### src/rtl/ex_hazard_ctrl.sv
// Stall/flush sequencer for the 5-stage pipeline: load-use detection, multi-cycle EX hold,
// MEM-wait freeze with a sticky watchdog, and EX redirect flushing.
module ex_hazard_ctrl #(
    parameter int CNT_W       = 6,
    parameter int TO_W        = 8,
    parameter int MEM_TIMEOUT = 255
) (
    input  logic             clk,
    input  logic             rst,
    input  logic             id_rs1_en_i,
    input  logic             id_rs2_en_i,
    input  logic [4:0]       id_rs1_index_i,
    input  logic [4:0]       id_rs2_index_i,
    input  logic             id2ex_mem_read_i,
    input  logic             id2ex_rd_en_i,
    input  logic [4:0]       id2ex_rd_index_i,
    input  logic             mc_start_i,
    input  logic [CNT_W-1:0] mc_cycles_i,
    input  logic             mem_req_i,
    input  logic             mem_ready_i,
    input  logic             redirect_i,
    output logic             pc_stall_o,
    output logic             if2id_stall_o,
    output logic             if2id_flush_o,
    output logic             id2ex_stall_o,
    output logic             id2ex_bubble_o,
    output logic             ex2mem_stall_o,
    output logic             ex2mem_bubble_o,
    output logic             mem2wb_bubble_o,
    output logic             mc_busy_o,
    output logic             mc_done_o,
    output logic             mem_timeout_o
);

    typedef enum logic [0:0] {
        ST_IDLE    = 1'b0,
        ST_MC_BUSY = 1'b1
    } state_t;

    localparam logic [TO_W-1:0]  WD_MAX  = TO_W'(MEM_TIMEOUT);
    localparam logic [CNT_W-1:0] CNT_ONE = CNT_W'(1);

    state_t            state_q, state_d;
    logic [CNT_W-1:0]  cnt_q, cnt_d;
    logic [TO_W-1:0]   wd_q, wd_d;
    logic              timeout_q, timeout_d;

    logic              mem_wait_s;
    logic              load_use_s;
    logic [CNT_W-1:0]  lat_eff_s;
    logic              mc_stall_s;
    logic              mc_done_s;

    assign mem_wait_s = mem_req_i & ~mem_ready_i;
    assign load_use_s = id2ex_mem_read_i & id2ex_rd_en_i & (id2ex_rd_index_i != 5'd0) &
                        ((id_rs1_en_i & (id_rs1_index_i == id2ex_rd_index_i)) |
                         (id_rs2_en_i & (id_rs2_index_i == id2ex_rd_index_i)));
    // A zero latency field means a single-cycle op.
    assign lat_eff_s  = (mc_cycles_i == {CNT_W{1'b0}}) ? CNT_ONE : mc_cycles_i;

    // State, counter, watchdog and sticky timeout registers.
    always_ff @(posedge clk or posedge rst) begin
        if (rst) begin
            state_q   <= ST_IDLE;
            cnt_q     <= {CNT_W{1'b0}};
            wd_q      <= {TO_W{1'b0}};
            timeout_q <= 1'b0;
        end else begin
            state_q   <= state_d;
            cnt_q     <= cnt_d;
            wd_q      <= wd_d;
            timeout_q <= timeout_d;
        end
    end

    // Next-state logic for the multi-cycle FSM and the watchdog.
    always_comb begin
        state_d = state_q;
        cnt_d   = cnt_q;
        case (state_q)
            ST_IDLE: begin
                if (mc_start_i && (lat_eff_s > CNT_ONE)) begin
                    state_d = ST_MC_BUSY;
                    cnt_d   = lat_eff_s - CNT_ONE;
                end else begin
                    state_d = ST_IDLE;
                end
            end
            ST_MC_BUSY: begin
                if (cnt_q > CNT_ONE) begin
                    cnt_d = cnt_q - CNT_ONE;
                end else if (!mem_wait_s) begin
                    // Result handed off; the MEM freeze keeps us parked at cnt==1 otherwise.
                    state_d = ST_IDLE;
                end else begin
                    state_d = ST_MC_BUSY;
                end
            end
            default: begin
                state_d = ST_IDLE;
                cnt_d   = {CNT_W{1'b0}};
            end
        endcase

        if (mem_wait_s) begin
            wd_d = (wd_q == WD_MAX) ? wd_q : (wd_q + TO_W'(1));
        end else begin
            wd_d = {TO_W{1'b0}};
        end
        timeout_d = timeout_q | (mem_wait_s & (wd_d == WD_MAX));
    end

    // Output decode: FSM status, then the prioritized pipeline controls.
    always_comb begin
        mc_stall_s      = 1'b0;
        mc_done_s       = 1'b0;
        pc_stall_o      = 1'b0;
        if2id_stall_o   = 1'b0;
        if2id_flush_o   = 1'b0;
        id2ex_stall_o   = 1'b0;
        id2ex_bubble_o  = 1'b0;
        ex2mem_stall_o  = 1'b0;
        ex2mem_bubble_o = 1'b0;
        mem2wb_bubble_o = 1'b0;
        mc_busy_o       = 1'b0;
        mc_done_o       = 1'b0;
        mem_timeout_o   = 1'b0;

        case (state_q)
            ST_IDLE: begin
                mc_stall_s = mc_start_i & (lat_eff_s > CNT_ONE);
                mc_done_s  = mc_start_i & (lat_eff_s == CNT_ONE);
            end
            ST_MC_BUSY: begin
                mc_stall_s = (cnt_q > CNT_ONE);
                mc_done_s  = (cnt_q == CNT_ONE);
            end
            default: begin
                mc_stall_s = 1'b0;
                mc_done_s  = 1'b0;
            end
        endcase

        if (rst) begin
            mc_busy_o = 1'b0;
        end else begin
            mc_busy_o     = (state_q == ST_MC_BUSY);
            mc_done_o     = mc_done_s;
            mem_timeout_o = timeout_q;
            if (mem_wait_s) begin
                pc_stall_o      = 1'b1;
                if2id_stall_o   = 1'b1;
                id2ex_stall_o   = 1'b1;
                ex2mem_stall_o  = 1'b1;
                mem2wb_bubble_o = 1'b1;
            end else if (mc_stall_s) begin
                pc_stall_o      = 1'b1;
                if2id_stall_o   = 1'b1;
                id2ex_stall_o   = 1'b1;
                ex2mem_bubble_o = 1'b1;
            end else if (redirect_i) begin
                if2id_flush_o   = 1'b1;
                id2ex_bubble_o  = 1'b1;
            end else if (load_use_s) begin
                pc_stall_o      = 1'b1;
                if2id_stall_o   = 1'b1;
                id2ex_bubble_o  = 1'b1;
            end else begin
                pc_stall_o      = 1'b0;
            end
        end
    end

endmodule

### config.mk
export PLATFORM = sky130hd
export DESIGN_NAME = ex_hazard_ctrl
export DESIGN_NICKNAME = d
export VERILOG_FILES = /design/src/rtl/ex_hazard_ctrl.sv
export SDC_FILE = /design/constraint.sdc
export NUM_CORES = 1
export LEC_CHECK = 0
export BUFFER_PORTS_ARGS = -buffer_cell sky130_fd_sc_hd__buf_2
export CAP_MARGIN = 10
export CORE_UTILIZATION = 40
export DETAILED_ROUTE_END_ITERATION = 10
export HOLD_SLACK_MARGIN = 0.1
export PLACE_DENSITY = 0.65
export SKIP_CTS_REPAIR_TIMING = 1
export SYNTH_ARGS = -nofsm -noshare
export SYNTH_HDL_FRONTEND = slang
export SYNTH_SLANG_ARGS = --single-unit
### constraint.sdc
create_clock -name clk -period 9.6 [get_ports clk]
set_clock_uncertainty 0.2 [all_clocks]
set_input_delay 2.88 -clock clk [delete_from_list [all_inputs] [get_ports clk]]
set_output_delay 2.88 -clock clk [all_outputs]
set_load 0.02 [all_outputs]
### Word-level counts from Yosys, hierarchy flattened

Index checks and enable logic that the tools add are counted.

* bits in registers: 16
* input port bits: 31
* word-level logic and storage cells: 68

* $add $sub $neg: 3
* order comparisons: 2
* equality and inequality tests: 8
* multiplexer cells: 34
* bitwise operators: 13
* reduce and logical (&&, ||, !) cells: 4

Operators with widths (number)
* 1-bit two-way mux: 25
* 6-bit two-way mux: 3
* 8-bit == test (second input constant): 2
* 8-bit two-way mux: 2
* 6-bit by 1-bit == test with 1-bit output (second input constant): 2
* 6-bit by 1-bit greater-than comparator with 1-bit output (second input constant): 2
* 6-bit case mux with 2 select lines: 1
* 6-bit by 1-bit subtractor with 6-bit output (second input constant): 2
* 5-bit == test: 2
* 1-bit AND: 9
* 8-bit by 1-bit adder with 8-bit output (second input constant): 1
* 6-bit zero test: 1
* 1-bit case mux with 2 select lines: 3
* 5-bit nonzero test: 1
* 2-bit by 1-bit != test with 1-bit output (second input constant): 1
* 2-bit != test (second input constant): 1
* 1-bit inverter: 2
* 1-bit OR: 2
* 2-bit AND reduction: 1
* 1-bit logical AND: 1

### Depth between registers and ports, before layout

* depth in word-level cells: 9
* gate-level depth with buffers: 11
* mapped depth without buffers: 10

### Worst setup path before layout

Ideal clock, no wire load.

* kind: input to output
* start: input mc_cycles_i[2]
* end: output if2id_flush_o
* arrival: 4.879 ns
* data required time: 6.520 ns
* setup slack: 1.641 ns
* stages on the path: 9
* path buffers: 0
* cell sequence: or3_4 > nor2_1 > a21oi_1 > inv_1 > ha_1 > nor2_1 > o31ai_4 > nand2_2 > nor4_1

* longest elaborated chain between the ends: 8

RTL lines
* start: declaration: RTL line 18 `input logic [CNT_W-1:0] mc_cycles_i,`
* 6-bit zero test: RTL line 59 `assign lat_eff_s = (mc_cycles_i == {CNT_W{1'b0}}) ? CNT_ONE : mc_cycles_i;`
* 6-bit two-way mux *: RTL line 59
* 6-bit by 1-bit greater-than comparator with 1-bit output *: RTL line 131 `mc_stall_s = mc_start_i & (lat_eff_s > CNT_ONE);`
* 1-bit AND *: RTL line 131
* 1-bit case mux with 2 select lines *: RTL line 129 `case (state_q)`
* 1-bit two-way mux *: RTL line 156 `end else if (mc_stall_s) begin`
* 1-bit two-way mux *: RTL line 150 `if (mem_wait_s) begin`
* 1-bit two-way mux *: RTL line 144 `if (rst) begin`
* end: declaration: RTL line 24 `output logic if2id_flush_o,`

Mark *: on every way between the ends. The rest lies on a longest branch, timed or not.

### Final worst setup path

* start: input mc_cycles_i[2]
* end: output id2ex_bubble_o

* longest elaborated chain between the ends: 8

RTL lines
* 6-bit zero test: RTL line 59
* 6-bit two-way mux *: RTL line 59
* 6-bit by 1-bit greater-than comparator with 1-bit output *: RTL line 131
* 1-bit AND *: RTL line 131
* 1-bit case mux with 2 select lines *: RTL line 129
* 1-bit two-way mux *: RTL line 156
* 1-bit two-way mux *: RTL line 150
* 1-bit two-way mux *: RTL line 144
* end: declaration: RTL line 26 `output logic id2ex_bubble_o,`

Marks and branches as above.

==> summary.txt <==
Status: finished, final reports clean
Highest-count cells in the layout ignoring fill and taps: 41 x buf_2, 17 x nor2_1, 16 x dfrtp_1
Multi-input logic area: 825 µm²
CP arrival: 5020 ps
Maximum buffer depth of the clock tree: 2
Synthesized area per cell: 8.56 µm²
CTS tree: built
Crit Path Class: in -> out
Total congestion overflow: 0
Min-delay worst type: reg -> reg
Fillers: 294
Critical path's largest stage delay: 410 ps
Ys flop type: dfrtp_1
Share of layout cells above drive strength 1: 0.268
CP cell instances: buf_2, or3_4, nor2_1, a21oi_1, inv_1, ha_1, nor2_1, o31ai_4, nand2_2, a2111oi_2, buf_2
Clock Power Share: 0.174
Max FO, Critical Path: 8
Final Max Tran Viols: 0
HPWL after detailed placement: 2330 µm
NetSw: 0.0000969 W
Die area: 3460 µm²
Sequential power share: 0.397
Total GRT Usage: 0.173
Largest family of logic cells by synthesized area: simple AND/OR/NAND/NOR gates
Fin crit share: 0.843
Initial core utilization: 0.423
Drt initial violations: 35
Dpl cell area: 1510 µm²
Final hold violations: 0
Post-Synth Simple-Gate Area: 0.258
CTS buffer count: 3
Max-Cap Viols: 0
Slew margin rel.: 0.578
P&R area growth vs syn: 19.7%
CP Capture Type: output port
Min cycle time layout: 8100 ps
First-pass GRT wire length: 4690 µm
Final hold slack: 271 ps
Num ports: 42
Ant. Diodes: 0
Synth Register Bits: 16
Ys Warns: 0
Final Core Density: 0.507
Synthesized instance count: 151
WL final: 2860 µm
Cell area after synthesis: 1290 µm²
Core Region: 3050 µm²
Drt pass-1 iters: 4
Tightest Pin Transition: 632 ps
Yosys cell types: 46
Post-route cell area: 1550 µm²
Gate power share: 0.429
Final Setup Violations: 0
Multiplexer share of the synthesized area: 0.0232
Setup TNS: 0 ps
Antenna Nets Post-Route: 0
Largest net degree at the start of global routing: 18
Die width: 58.8 µm
Die height: 58.8 µm
CTS root buf: clkbuf_4
Fmax: 124 MHz
Asr flop ratio synth: 1.00
Number of enable flip-flop cells after synthesis: 0
Row Count: 20
Clk_lat worst skew: 280 ps
Complex-gate fraction of the synthesized area: 0.214
VDD IR max: 0.0000751 V
Power per cell area: 159 nW/µm²
Pleak: 0.696 nW
Post-synthesis adder-cell area fraction: 0.0484
RSZ-0062 raised after global routing: no
Vias in the first global route: 1142
Mapped Nets: 187
Port bufs: 41
Critical-path top delay cell: or3_4
Sink Count: 16
Reg area: 400 µm²
Initial antenna violation count: 0
Startpoint Class: primary input
Reg clk slew, reported paths: 90 ps
Htree depth: 1
Nets: 227
Commonest non-fill, non-tap cell in the layout: buf_2
Drt via density: 5.30
CP Data Required Time: 6520 ps
Vias: 1240
Sequential fraction of the synthesis area: 0.310
Placer Congestion: 0.779
Sw Ratio: 0.393
Post-Synth XOR/XNOR Area: 0.0949
Int Pwr: 0.000149 W
Routed len/inst: 12.2 µm
DR DRC count: 0
power by group through the flow:
stage	clock network, W	registers [W]	logic, W
5_1_grt	0.0000480	0.000100	0.000117
3_3_place_gp	0	0.0000980	0.000104
2_1_floorplan	0	0.0000931	0.0000804
6_report	0.0000428	0.0000979	0.000106
3_5_place_dp	0	0.0000990	0.000106
4_1_cts	0.0000458	0.0000976	0.000106
routing by layer:
metal	GRT usage	share of wire	up-vias
met5	0	0	-
met4	0.0714	0.0084	0
met3	0.0198	0.022	4
met2	0.317	0.51	22
met1	0.205	0.46	584
li1	-	-	630
critical path, delay by kind of cell:
| family | cells | cell delay (ps) |
|---|---|---|
| simple gates | 4 | 800 |
| buf+inv | 3 | 420 |
| compound gates | 3 | 760 |
| fa+ha+maj | 1 | 150 |
final cells by class:
class,instances,share of cell area
sequential,16,0.259
timing repair buffer,41,0.133
clock buffer,4,0.0234
inverter,7,0.0170
tap,44,0.0356
multi-input combinational,122,0.533
kinds of logic after synthesis:
family / after synthesis
adder cells (fa/ha/maj): 5
AND/OR/NAND/NOR: 63
multiplexers: 3
AO/OA/AOI/OAI: 37
buffers and inverters: 13
XOR/XNOR: 14
flip-flops: 16
flip-flops by register name, indices dropped and copies added (netlist names):
| name | flops |
|---|---|
| timeout_q | 1 |
| cnt_q | 6 |
| state_q | 1 |
| wd_q | 8 |
path summary, 6_finish.rpt:
| kind | start | to | slack (ps) | cells past startpoint |
|---|---|---|---|---|
| max | mc_cycles_i[2] | id2ex_bubble_o | 1500 | 11 |
| min | timeout_q$_DFF_PP0_ | timeout_q$_DFF_PP0_ | 270 | 1 |
| max reg2reg | wd_q[0]$_DFF_PP0_ | timeout_q$_DFF_PP0_ | 7290 | 5 |
| min reg2reg | timeout_q$_DFF_PP0_ | timeout_q$_DFF_PP0_ | 270 | 1 |
| max in group asynchronous | rst | wd_q[3]$_DFF_PP0_ | 6210 | 2 |
| min in group asynchronous | rst | cnt_q[2]$_DFFE_PP0P_ | 2580 | 2 |
per-stage QoR:
stage	cells	setup WS (ps)	total power [W]
after global placement	230	1560	0.000202
after floorplan	151	1640	0.000173
after detailed placement	230	1480	0.000205
after CTS	234	1480	0.000250
final	234	1500	0.000246
after global routing	234	1230	0.000266
synth_stat cells (2+ instances only):
cell type | number | area share
nor2_1 | 17 | 0.049
dfrtp_1 | 16 | 0.31
nand2_1 | 14 | 0.041
xnor2_1 | 12 | 0.081
inv_1 | 7 | 0.020
a21oi_1 | 6 | 0.023
nor2b_1 | 6 | 0.029
ha_1 | 5 | 0.048
nand3_1 | 5 | 0.019
o21ai_0 | 5 | 0.019
o22ai_1 | 5 | 0.024
a31oi_1 | 4 | 0.019
nand4_1 | 4 | 0.019
buf_4 | 3 | 0.017
mux2i_1 | 3 | 0.023
a211oi_1 | 2 | 0.012
clkbuf_1 | 2 | 0.0058
nand4b_1 | 2 | 0.014
nor3_1 | 2 | 0.0077
o41ai_1 | 2 | 0.014
or3_1 | 2 | 0.0097
or4_1 | 2 | 0.012
xor2_1 | 2 | 0.014
No activity file was read; power rests on OpenSTA's default activity.
